### src/rtl/multiplicador_fp_secuencial.sv
// ---------------------------------------------------------------------------
// multiplicador_fp_secuencial
//
// Sequential binary32 multiplier front end. It unpacks both operands and
// produces the sign and the biased, not yet normalized exponent. The 48-bit
// mantissa product is built by a radix-2 shift-and-add loop that retires one
// multiplier bit per clock. The registered results feed the normalizer.
//
// Ports:
//   clk        system clock, rising edge
//   rst        asynchronous, active-high reset
//   Inicio     start request, only looked at while idle
//   Op_A/Op_B  binary32 operands, captured on the accepting edge
//   Ocupado    high whenever the core is not idle
//   Listo      one-cycle pulse marking a freshly loaded result
//   Signo_mul  result sign
//   Exp_resul  biased exponent before normalization (9 bits)
//   Producto   48-bit mantissa product, binary point between bits 46 and 45
// ---------------------------------------------------------------------------
module multiplicador_fp_secuencial (
    input  logic        clk,
    input  logic        rst,
    input  logic        Inicio,
    input  logic [31:0] Op_A,
    input  logic [31:0] Op_B,
    output logic        Ocupado,
    output logic        Listo,
    output logic        Signo_mul,
    output logic [8:0]  Exp_resul,
    output logic [47:0] Producto
);

    typedef enum logic [1:0] {
        IDLE = 2'd0,
        CALC = 2'd1,
        DONE = 2'd2
    } state_t;

    localparam logic [8:0]  BIAS      = 9'd127;
    localparam logic [8:0]  EXP_SAT   = 9'h1FF;
    localparam logic [47:0] PROD_SAT  = 48'h4000_0000_0000;
    localparam logic [4:0]  LAST_ITER = 5'd23;

    state_t      state_q, state_d;
    logic [47:0] acc_q, acc_d;
    logic [47:0] mcand_q, mcand_d;
    logic [23:0] mplier_q, mplier_d;
    logic [4:0]  count_q, count_d;
    // Sign/exponent of the operation in flight; they only reach the
    // outputs when the product is complete.
    logic        sign_q, sign_d;
    logic [8:0]  exp_q, exp_d;
    logic        signo_mul_q, signo_mul_d;
    logic [8:0]  exp_resul_q, exp_resul_d;
    logic [47:0] producto_q, producto_d;

    // Operand unpacking
    logic [7:0]  ea, eb;
    logic [8:0]  exp_sum;
    logic        sign_in;
    logic [47:0] acc_sum;

    assign ea      = Op_A[30:23];
    assign eb      = Op_B[30:23];
    assign exp_sum = {1'b0, ea} + {1'b0, eb};
    assign sign_in = Op_A[31] ^ Op_B[31];

    // Accumulator after this cycle's conditional add
    assign acc_sum = mplier_q[0] ? (acc_q + mcand_q) : acc_q;

    always_comb begin
        state_d     = state_q;
        acc_d       = acc_q;
        mcand_d     = mcand_q;
        mplier_d    = mplier_q;
        count_d     = count_q;
        sign_d      = sign_q;
        exp_d       = exp_q;
        signo_mul_d = signo_mul_q;
        exp_resul_d = exp_resul_q;
        producto_d  = producto_q;

        case (state_q)
            IDLE: begin
                if (Inicio) begin
                    if (ea == 8'd0 || eb == 8'd0) begin
                        // Zero or denormal operand: flush to zero
                        signo_mul_d = sign_in;
                        exp_resul_d = 9'd0;
                        producto_d  = 48'd0;
                        state_d     = DONE;
                    end else if (ea == 8'hFF || eb == 8'hFF) begin
                        // Inf/NaN: saturate, mantissa looks like 1.0
                        signo_mul_d = sign_in;
                        exp_resul_d = EXP_SAT;
                        producto_d  = PROD_SAT;
                        state_d     = DONE;
                    end else if (exp_sum <= BIAS) begin
                        // Biased exponent would be 0 or negative
                        signo_mul_d = sign_in;
                        exp_resul_d = 9'd0;
                        producto_d  = 48'd0;
                        state_d     = DONE;
                    end else begin
                        // Range here is 1..381, fits 9 bits without wrap
                        sign_d   = sign_in;
                        exp_d    = exp_sum - BIAS;
                        acc_d    = 48'd0;
                        mcand_d  = {24'd0, 1'b1, Op_A[22:0]};
                        mplier_d = {1'b1, Op_B[22:0]};
                        count_d  = 5'd0;
                        state_d  = CALC;
                    end
                end
            end

            CALC: begin
                acc_d    = acc_sum;
                mcand_d  = {mcand_q[46:0], 1'b0};
                mplier_d = {1'b0, mplier_q[23:1]};
                count_d  = count_q + 5'd1;
                if (count_q == LAST_ITER) begin
                    // Final bit retired: publish the complete product only
                    producto_d  = acc_sum;
                    signo_mul_d = sign_q;
                    exp_resul_d = exp_q;
                    count_d     = 5'd0;
                    state_d     = DONE;
                end
            end

            DONE: begin
                state_d = IDLE;
            end

            default: begin
                state_d = IDLE;
            end
        endcase
    end

    always_ff @(posedge clk or posedge rst) begin
        if (rst) begin
            state_q     <= IDLE;
            acc_q       <= 48'd0;
            mcand_q     <= 48'd0;
            mplier_q    <= 24'd0;
            count_q     <= 5'd0;
            sign_q      <= 1'b0;
            exp_q       <= 9'd0;
            signo_mul_q <= 1'b0;
            exp_resul_q <= 9'd0;
            producto_q  <= 48'd0;
        end else begin
            state_q     <= state_d;
            acc_q       <= acc_d;
            mcand_q     <= mcand_d;
            mplier_q    <= mplier_d;
            count_q     <= count_d;
            sign_q      <= sign_d;
            exp_q       <= exp_d;
            signo_mul_q <= signo_mul_d;
            exp_resul_q <= exp_resul_d;
            producto_q  <= producto_d;
        end
    end

    assign Ocupado   = (state_q != IDLE);
    assign Listo     = (state_q == DONE);
    assign Signo_mul = signo_mul_q;
    assign Exp_resul = exp_resul_q;
    assign Producto  = producto_q;

endmodule

### config.mk
export PLATFORM = sky130hd
export DESIGN_NAME = multiplicador_fp_secuencial
export DESIGN_NICKNAME = d
export VERILOG_FILES = /design/src/rtl/multiplicador_fp_secuencial.sv
export SDC_FILE = /design/constraint.sdc
export NUM_CORES = 1
export LEC_CHECK = 0
export ABC_CLOCK_PERIOD_IN_PS = 5700
export CAP_MARGIN = 30
export CORE_MARGIN = 2
export CORE_UTILIZATION = 35
export DETAILED_ROUTE_END_ITERATION = 16
export PLACE_DENSITY = 0.66
export RECOVER_POWER = 50
export SLEW_MARGIN = 20
export SYNTH_ARGS = -nofsm -noshare
export SYNTH_HDL_FRONTEND = slang
export SYNTH_SLANG_ARGS = --single-unit
### constraint.sdc
create_clock -name clk -period 5.7 [get_ports clk]
set_clock_uncertainty 0.1 [all_clocks]
set_input_delay 0.57 -clock clk [delete_from_list [all_inputs] [get_ports clk]]
set_output_delay 0.57 -clock clk [all_outputs]
set_load 0.01 [all_outputs]
==> results.json, run 1 <==
{
  "outcome": "complete, but fails checks",
  "violations": "capacitance limit, slew limit",
  "routed-wl-met3_um": 1340,
  "area_growth_pct": 19.3,
  "htreeDepth": 4,
  "grt_overflow": 0,
  "wl_met1_um": 14700,
  "syn_avg_cell_area_um2": 8.98,
  "drt_iter0_drc": 563,
  "setup_viol": 0,
  "cts_sinks": 195,
  "place_area_mm2": 0.0132,
  "wl_met2_um": 13800,
  "cts_buffers": 17,
  "vdd_drop_max_uv": 254,
  "rsz0062_at_grt": "no",
  "yosys-top-cells-area": "dfrtp_1, nand2_1, ha_1",
  "vias": 9651,
  "drtPass1Iterations": 5,
  "min_from": "Producto[5]",
  "worstMarginPinSlew_ns": 3.49,
  "post_cts_buffers": 0,
  "synth_area_leader_cell": "dfrtp_1",
  "syn-cell-area_mm2": 0.0115,
  "crit_buf_inv": 2,
  "die_area_mm2": 0.0343,
  "maxSlewHeadroom_pct": -132,
  "seq_area_mm2": 0.00488,
  "max_freq_mhz": 243,
  "layout_setup_ws_ns": 1.58,
  "die_h_um": 185,
  "cts_tree": "done",
  "drt_wl_total_um": 30600,
  "grt_pass1_wl_um": 49900,
  "ys.flop_type": "dfrtp_1",
  "place_ws_ns": 1.09,
  "crit_chain": "clkdlybuf4s50_1 -> ha_1 -> fa_1 -> a211oi_2 -> o2111ai_1 -> nor4_1 -> nand3_1 -> o21ai_1 -> or2_1 -> nand2_4 -> buf_12 -> mux2i_1 -> o21ai_1",
  "ys_async_sr_fraction_pct": 100,
  "syn_inst": 1280,
  "clock_path_buffers": 2,
  "io_buffers": 126,
  "critPathMaxStageDelay_ns": 0.45,
  "mostFrequentLayoutCells": "nand2_1, dfrtp_1, nor2_1",
  "nFillCells": 3178,
  "yosysTopAreaCellShare_pct": 42.5,
  "cts_resized": 0,
  "cp_top_family": "simple AND/OR/NAND/NOR gates",
  "crit_path_frequent_cell": "o21ai_1",
  "nets": 1499,
  "power_density_mw_per_mm2": 520,
  "clk_latency_ns": 0.46,
  "rrSetupSlack_ns": 1.78,
  "endpoint_kind": "flip-flop",
  "synth_seq_cells": 195,
  "cts.clk_slew.worst_paths_ns": 0.07,
  "critical_path_class": "in2reg",
  "slew_violations": 197,
  "synth-edff-count": 0,
  "holdWs_ns": 0.362,
  "grt_pass1_vias": 9478,
  "final-hold-violation-count": 0,
  "holdPathEnd": "Producto[5]",
  "tns_ns": 0,
  "maxCapViolations": 2,
  "synth-warning-count": 0,
  "finalWeightedCongestion": 0.890,
  "n_antenna_cell": 0,
  "start_util_pct": 35.4,
  "r2r_cells": 11,
  "arrival_ns": 4.32,
  "r2r_start": "acc_q[0]",
  "yosysSeqAreaShare_pct": 42.5,
  "vias_per_cell": 5.28,
  "layout_commonest_cell": "nand2_1",
  "grt_max_degree": 131,
  "grt_antenna_before_repair": 0,
  "critPathSlowestCell": "clkdlybuf4s50_1",
  "stdcell_area_mm2": 0.0137,
  "multi_input_comb_area_mm2": 0.00625,
  "cts_root_buf": "clkbuf_16",
  "r2r_end": "Producto[46]",
  "num_rows": 66,
  "synth_cell_type_count": 73,
  "path_max_fanout": 40,
  "post-route-period-util_pct": 72.2,
  "track_usage_pct": 18.5,
  "hold_buffers": 0,
  "power.leakage_nw": 6.45,
  "hp-class": "reg2reg",
  "ant_nets": 0,
  "min_period_ns": 4.12,
  "drive_gt1_share_pct": 5.05,
  "cp-start-kind": "input pin",
  "die_w_um": 185,
  "total_power_w": 0.00713,
  "io_pins": 127,
  "holdPathStages": 2,
  "drc_errors": 0,
  "avgRoutedWirePerCell_um": 16.7,
  "cp.required_ns": 5.90,
  "core_area_mm2": 0.0325,
  "synth_nets": 1406,
  "hpwl_um": 21600,
  "top_layer": "met4"
}
routing by layer:
metal  GRT usage (%)  up-vias
li1                -     4735
met1            25.1     4664
met2            29.3      207
met3            3.26       45
met4            7.24        0
met5               0        -
state kept, by name, indices dropped and copies added (netlist names):
name and flops:
count_q 5, exp_q 9, acc_q 48, state_q 2, mplier_q 24, mcand_q 48, sign_q 1, Signo_mul 1
Producto 48, Exp_resul 9
per-stage QoR:
step	util [%]	instances
4_1_cts	42.2	1827
3_3_place_gp	40.5	1793
6_report	42.2	1828
5_1_grt	42.2	1828
3_5_place_dp	40.5	1795
2_1_floorplan	-	1280
cell families after synthesis:
| kind of cell | share of synthesized area, % |
|---|---|
| multiplexers | 7.00 |
| AO/OA/AOI/OAI | 19.8 |
| XOR/XNOR | 3.51 |
| flip-flops | 42.5 |
| adder cells (fa/ha/maj) | 6.55 |
| AND/OR/NAND/NOR | 17.4 |
| buffers and inverters | 3.33 |
worst max path at each step:
stage,startpoint,endpoint,slack [ns],cells past startpoint
after floorplan,Op_A[23],Producto[10],2.27,13
after detailed placement,Op_A[23],mcand_q[19],1.09,13
after CTS,Op_A[23],mplier_q[6],1.59,13
after global placement,Op_A[23],mcand_q[14],1.19,12
after global routing,rst,mcand_q[21],0.87,3
final,Op_A[23],mcand_q[19],1.58,13
worst min-delay path, stage by stage, from the launching register on:
cell	delay, ns
dfrtp_1	0.34
nand2_1	0.05
nand2_1	0.05
area by class of cell:
class                   count  area share (%)
repair buffers            140            10.1
inverters                  23           0.657
well taps                 442            4.03
multi-input cells         996            45.6
flip-flops and latches    195            35.6
clock inverters            13           0.858
clock buffers              19            3.16
Yosys cell counts (all sizes together) (3+ instances only):
master,instances
a2111oi,4
a211oi,10
a21o,40
a21oi,95
a22o,9
a22oi,8
a31oi,9
a32oi,3
and3,8
buf,25
clkbuf,41
dfrtp,195
ha,57
inv,23
mux2,11
mux2i,68
nand2,238
nand3,45
nand3b,3
nand4,18
nor2,98
nor2b,4
nor3,17
nor4,7
o2111ai,4
o211a,3
o211ai,6
o21a,19
o21ai,106
o21ba,3
o21bai,8
o31ai,10
or2,7
or4,3
xnor2,33
xor2,13
power breakdown:
group,switching [W],internal (W),total (W)
logic,0.00209,0.00148,0.00357
registers,0.000437,0.00196,0.00239
clock network,0.000591,0.000576,0.00117
total,0.00311,0.00401,0.00713
Power figures use the tool's default switching activity.
==> run 2: changes to the inputs <==
--- a/config.mk
+++ b/config.mk
@@ -5,12 +5,12 @@
 export SDC_FILE = /design/constraint.sdc
 export NUM_CORES = 1
 export LEC_CHECK = 0
-export ABC_CLOCK_PERIOD_IN_PS = 5700
+export ABC_CLOCK_PERIOD_IN_PS = 4000
 export CAP_MARGIN = 30
 export CORE_MARGIN = 2
 export CORE_UTILIZATION = 35
 export DETAILED_ROUTE_END_ITERATION = 16
-export PLACE_DENSITY = 0.66
+export PLACE_DENSITY = 0.64
 export RECOVER_POWER = 50
 export SLEW_MARGIN = 20
 export SYNTH_ARGS = -nofsm -noshare
==> constraint.sdc (replaced) <==
create_clock -name clk -period 4 [get_ports clk]
set_clock_uncertainty 0.1 [all_clocks]
set_input_delay 0.4 -clock clk [delete_from_list [all_inputs] [get_ports clk]]
set_output_delay 0.4 -clock clk [all_outputs]
set_load 0.01 [all_outputs]
==> run 2 against run 1 <==
Against the previous run: the flow still finishes with violations (capacitance limit, slew limit); clock power rose by 48%; die area did not move; worst hold slack got worse by 0.14 ns; final cell count rose by 0.44%; first-iteration DRC count fell by 4.1%; setup slack got worse by 1.3 ns; non-clock buffer count rose by 8; via count rose by 0.88%; critical path type is now reg2reg; largest power group unchanged; highest routed layer is now met5.
==> results.json, run 2 (synthesis results as in run 1) <==
{
  "drive_gt1_share_pct": 5.74,
  "hpwl_um": 22200,
  "setup_viol": 0,
  "cp-start-kind": "flip-flop",
  "power.leakage_nw": 6.53,
  "slew_violations": 196,
  "path_max_fanout": 4,
  "vias_per_cell": 5.30,
  "nets": 1507,
  "holdWs_ns": 0.223,
  "hp-class": "in2async",
  "num_rows": 66,
  "busiest_layer": "met2",
  "grt_max_degree": 95,
  "final-hold-violation-count": 0,
  "crit_chain": "ha_1 -> fa_1 -> a211oi_1 -> o21ai_0 -> and4b_1 -> nor3_1 -> o21ai_1 -> a31oi_1 -> o21ai_1 -> mux2i_1 -> o32a_1",
  "crit_path_frequent_cell": "o21ai_1",
  "cts_root_buf": "clkbuf_16",
  "grt_pass1_wl_um": 50600,
  "io_pins": 127,
  "avgRoutedWirePerCell_um": 16.8,
  "rsz0062_at_grt": "no",
  "grt_pass1_vias": 9602,
  "post_cts_buffers": 0,
  "ant_nets": 0,
  "maxSlewHeadroom_pct": -51.4,
  "track_usage_pct": 18.6,
  "die_w_um": 185,
  "cts_tree": "done",
  "maxCapViolations": 3,
  "power_density_mw_per_mm2": 741,
  "finalWeightedCongestion": 0.864,
  "drtPass1Iterations": 5,
  "cts_sinks": 195,
  "max_freq_mhz": 271,
  "core_area_mm2": 0.0325,
  "drt_iter0_drc": 540,
  "outcome": "complete, but fails checks",
  "cts_resized": 0,
  "arrival_ns": 3.91,
  "drt_wl_total_um": 30900,
  "vdd_drop_max_uv": 374,
  "n_antenna_cell": 0,
  "layout_commonest_cell": "nand2_1",
  "cp.required_ns": 4.23,
  "critPathSlowestCell": "fa_1",
  "area_growth_pct": 20.5,
  "die_area_mm2": 0.0343,
  "endpoint_kind": "flip-flop",
  "clock_path_buffers": 2,
  "critPathMaxStageDelay_ns": 0.43,
  "drc_errors": 0,
  "clk_latency_ns": 0.45,
  "grt_overflow": 0,
  "cts_buffers": 17,
  "htreeDepth": 4,
  "cts.clk_slew.worst_paths_ns": 0.08,
  "critical_path_class": "reg2reg",
  "min_period_ns": 3.68,
  "mostFrequentLayoutCells": "nand2_1, dfrtp_1, nor2_1",
  "io_buffers": 126,
  "die_h_um": 185,
  "start_util_pct": 35.4,
  "gr-usage-met1_pct": 25.3,
  "total_power_w": 0.0103,
  "grt_use_met2_pct": 30.3,
  "worstMarginPinSlew_ns": 2.27,
  "grt_antenna_before_repair": 1,
  "use_met3_pct": 2.99,
  "post-route-period-util_pct": 92.1,
  "hold_buffers": 0,
  "violations": "capacitance limit, slew limit",
  "vias": 9736
}
[run 2: cell types whose count changed in the layout (fill, tap and decap cells not counted), moves of 2 or more]
cell / previous run / this run
buf_4: 9 / 13
clkbuf_1: 3 / 1
clkinv_4: 4 / 2
clkinv_8: 0 / 3
buf_12: 2 / 6
[run 2: cell type report]
class,count,area [um2]
Clock buffer,17,425
Clock inverter,15,160
Fill cell,3142,18600
Inverter,23,87.6
Multi-Input combinational cell,996,6250
Sequential cell,195,4880
Tap cell,442,553
Timing Repair Buffer,148,1490
[run 2: critical path, delay by kind of cell (launching register included)]
family	cells	cell delay (ns)
adder cells (fa/ha/maj)	2	0.65
multiplexers	1	0.17
flip-flops	1	0.41
AO/OA/AOI/OAI	6	1.60
AND/OR/NAND/NOR	2	0.63
[run 2: stage by stage]
| step | std cells | TNS [ns] | area, um2 | utilization [%] | setup slack [ns] |
|---|---|---|---|---|---|
| after global placement | 1804 | 0 | 13300 | 41.0 | 0.0838 |
| after global routing | 1836 | 0 | 13800 | 42.7 | 0.0959 |
| after CTS | 1836 | 0 | 13900 | 42.8 | 0.318 |
| after detailed placement | 1804 | -0.123 | 13300 | 41.0 | -0.0307 |
| final | 1836 | 0 | 13800 | 42.7 | 0.315 |
| after floorplan | 1280 | 0 | 11500 | - | 0.735 |
[run 2: where the power goes]
part	switching [W]	leakage [nW]	internal, W
Sequential	0.000653	2.50	0.00279
Combinational	0.00295	3.74	0.00214
Clock	0.000894	0.284	0.000840
Total	0.00450	6.53	0.00577
[run 2: path summary, 6_finish.rpt]
path	startpoint	endpoint	slack (ns)	cells past startpoint
worst max-delay path	mcand_q[0]	Producto[46]	0.32	11
worst max register to register	mcand_q[0]	Producto[46]	0.32	11
worst min register to register	Producto[3]	Producto[3]	0.37	2
worst min-delay path	rst	acc_q[32]	0.22	2
max in group asynchronous	rst	acc_q[4]	1.17	3
min in group clk	Producto[3]	Producto[3]	0.37	2
[run 2: routing by layer]
layer	part of all wire (%)	vias up
met4	2.1	2
met1	47	4730
met3	4.6	39
met2	46	219
met5	0.042	-
li1	-	4746
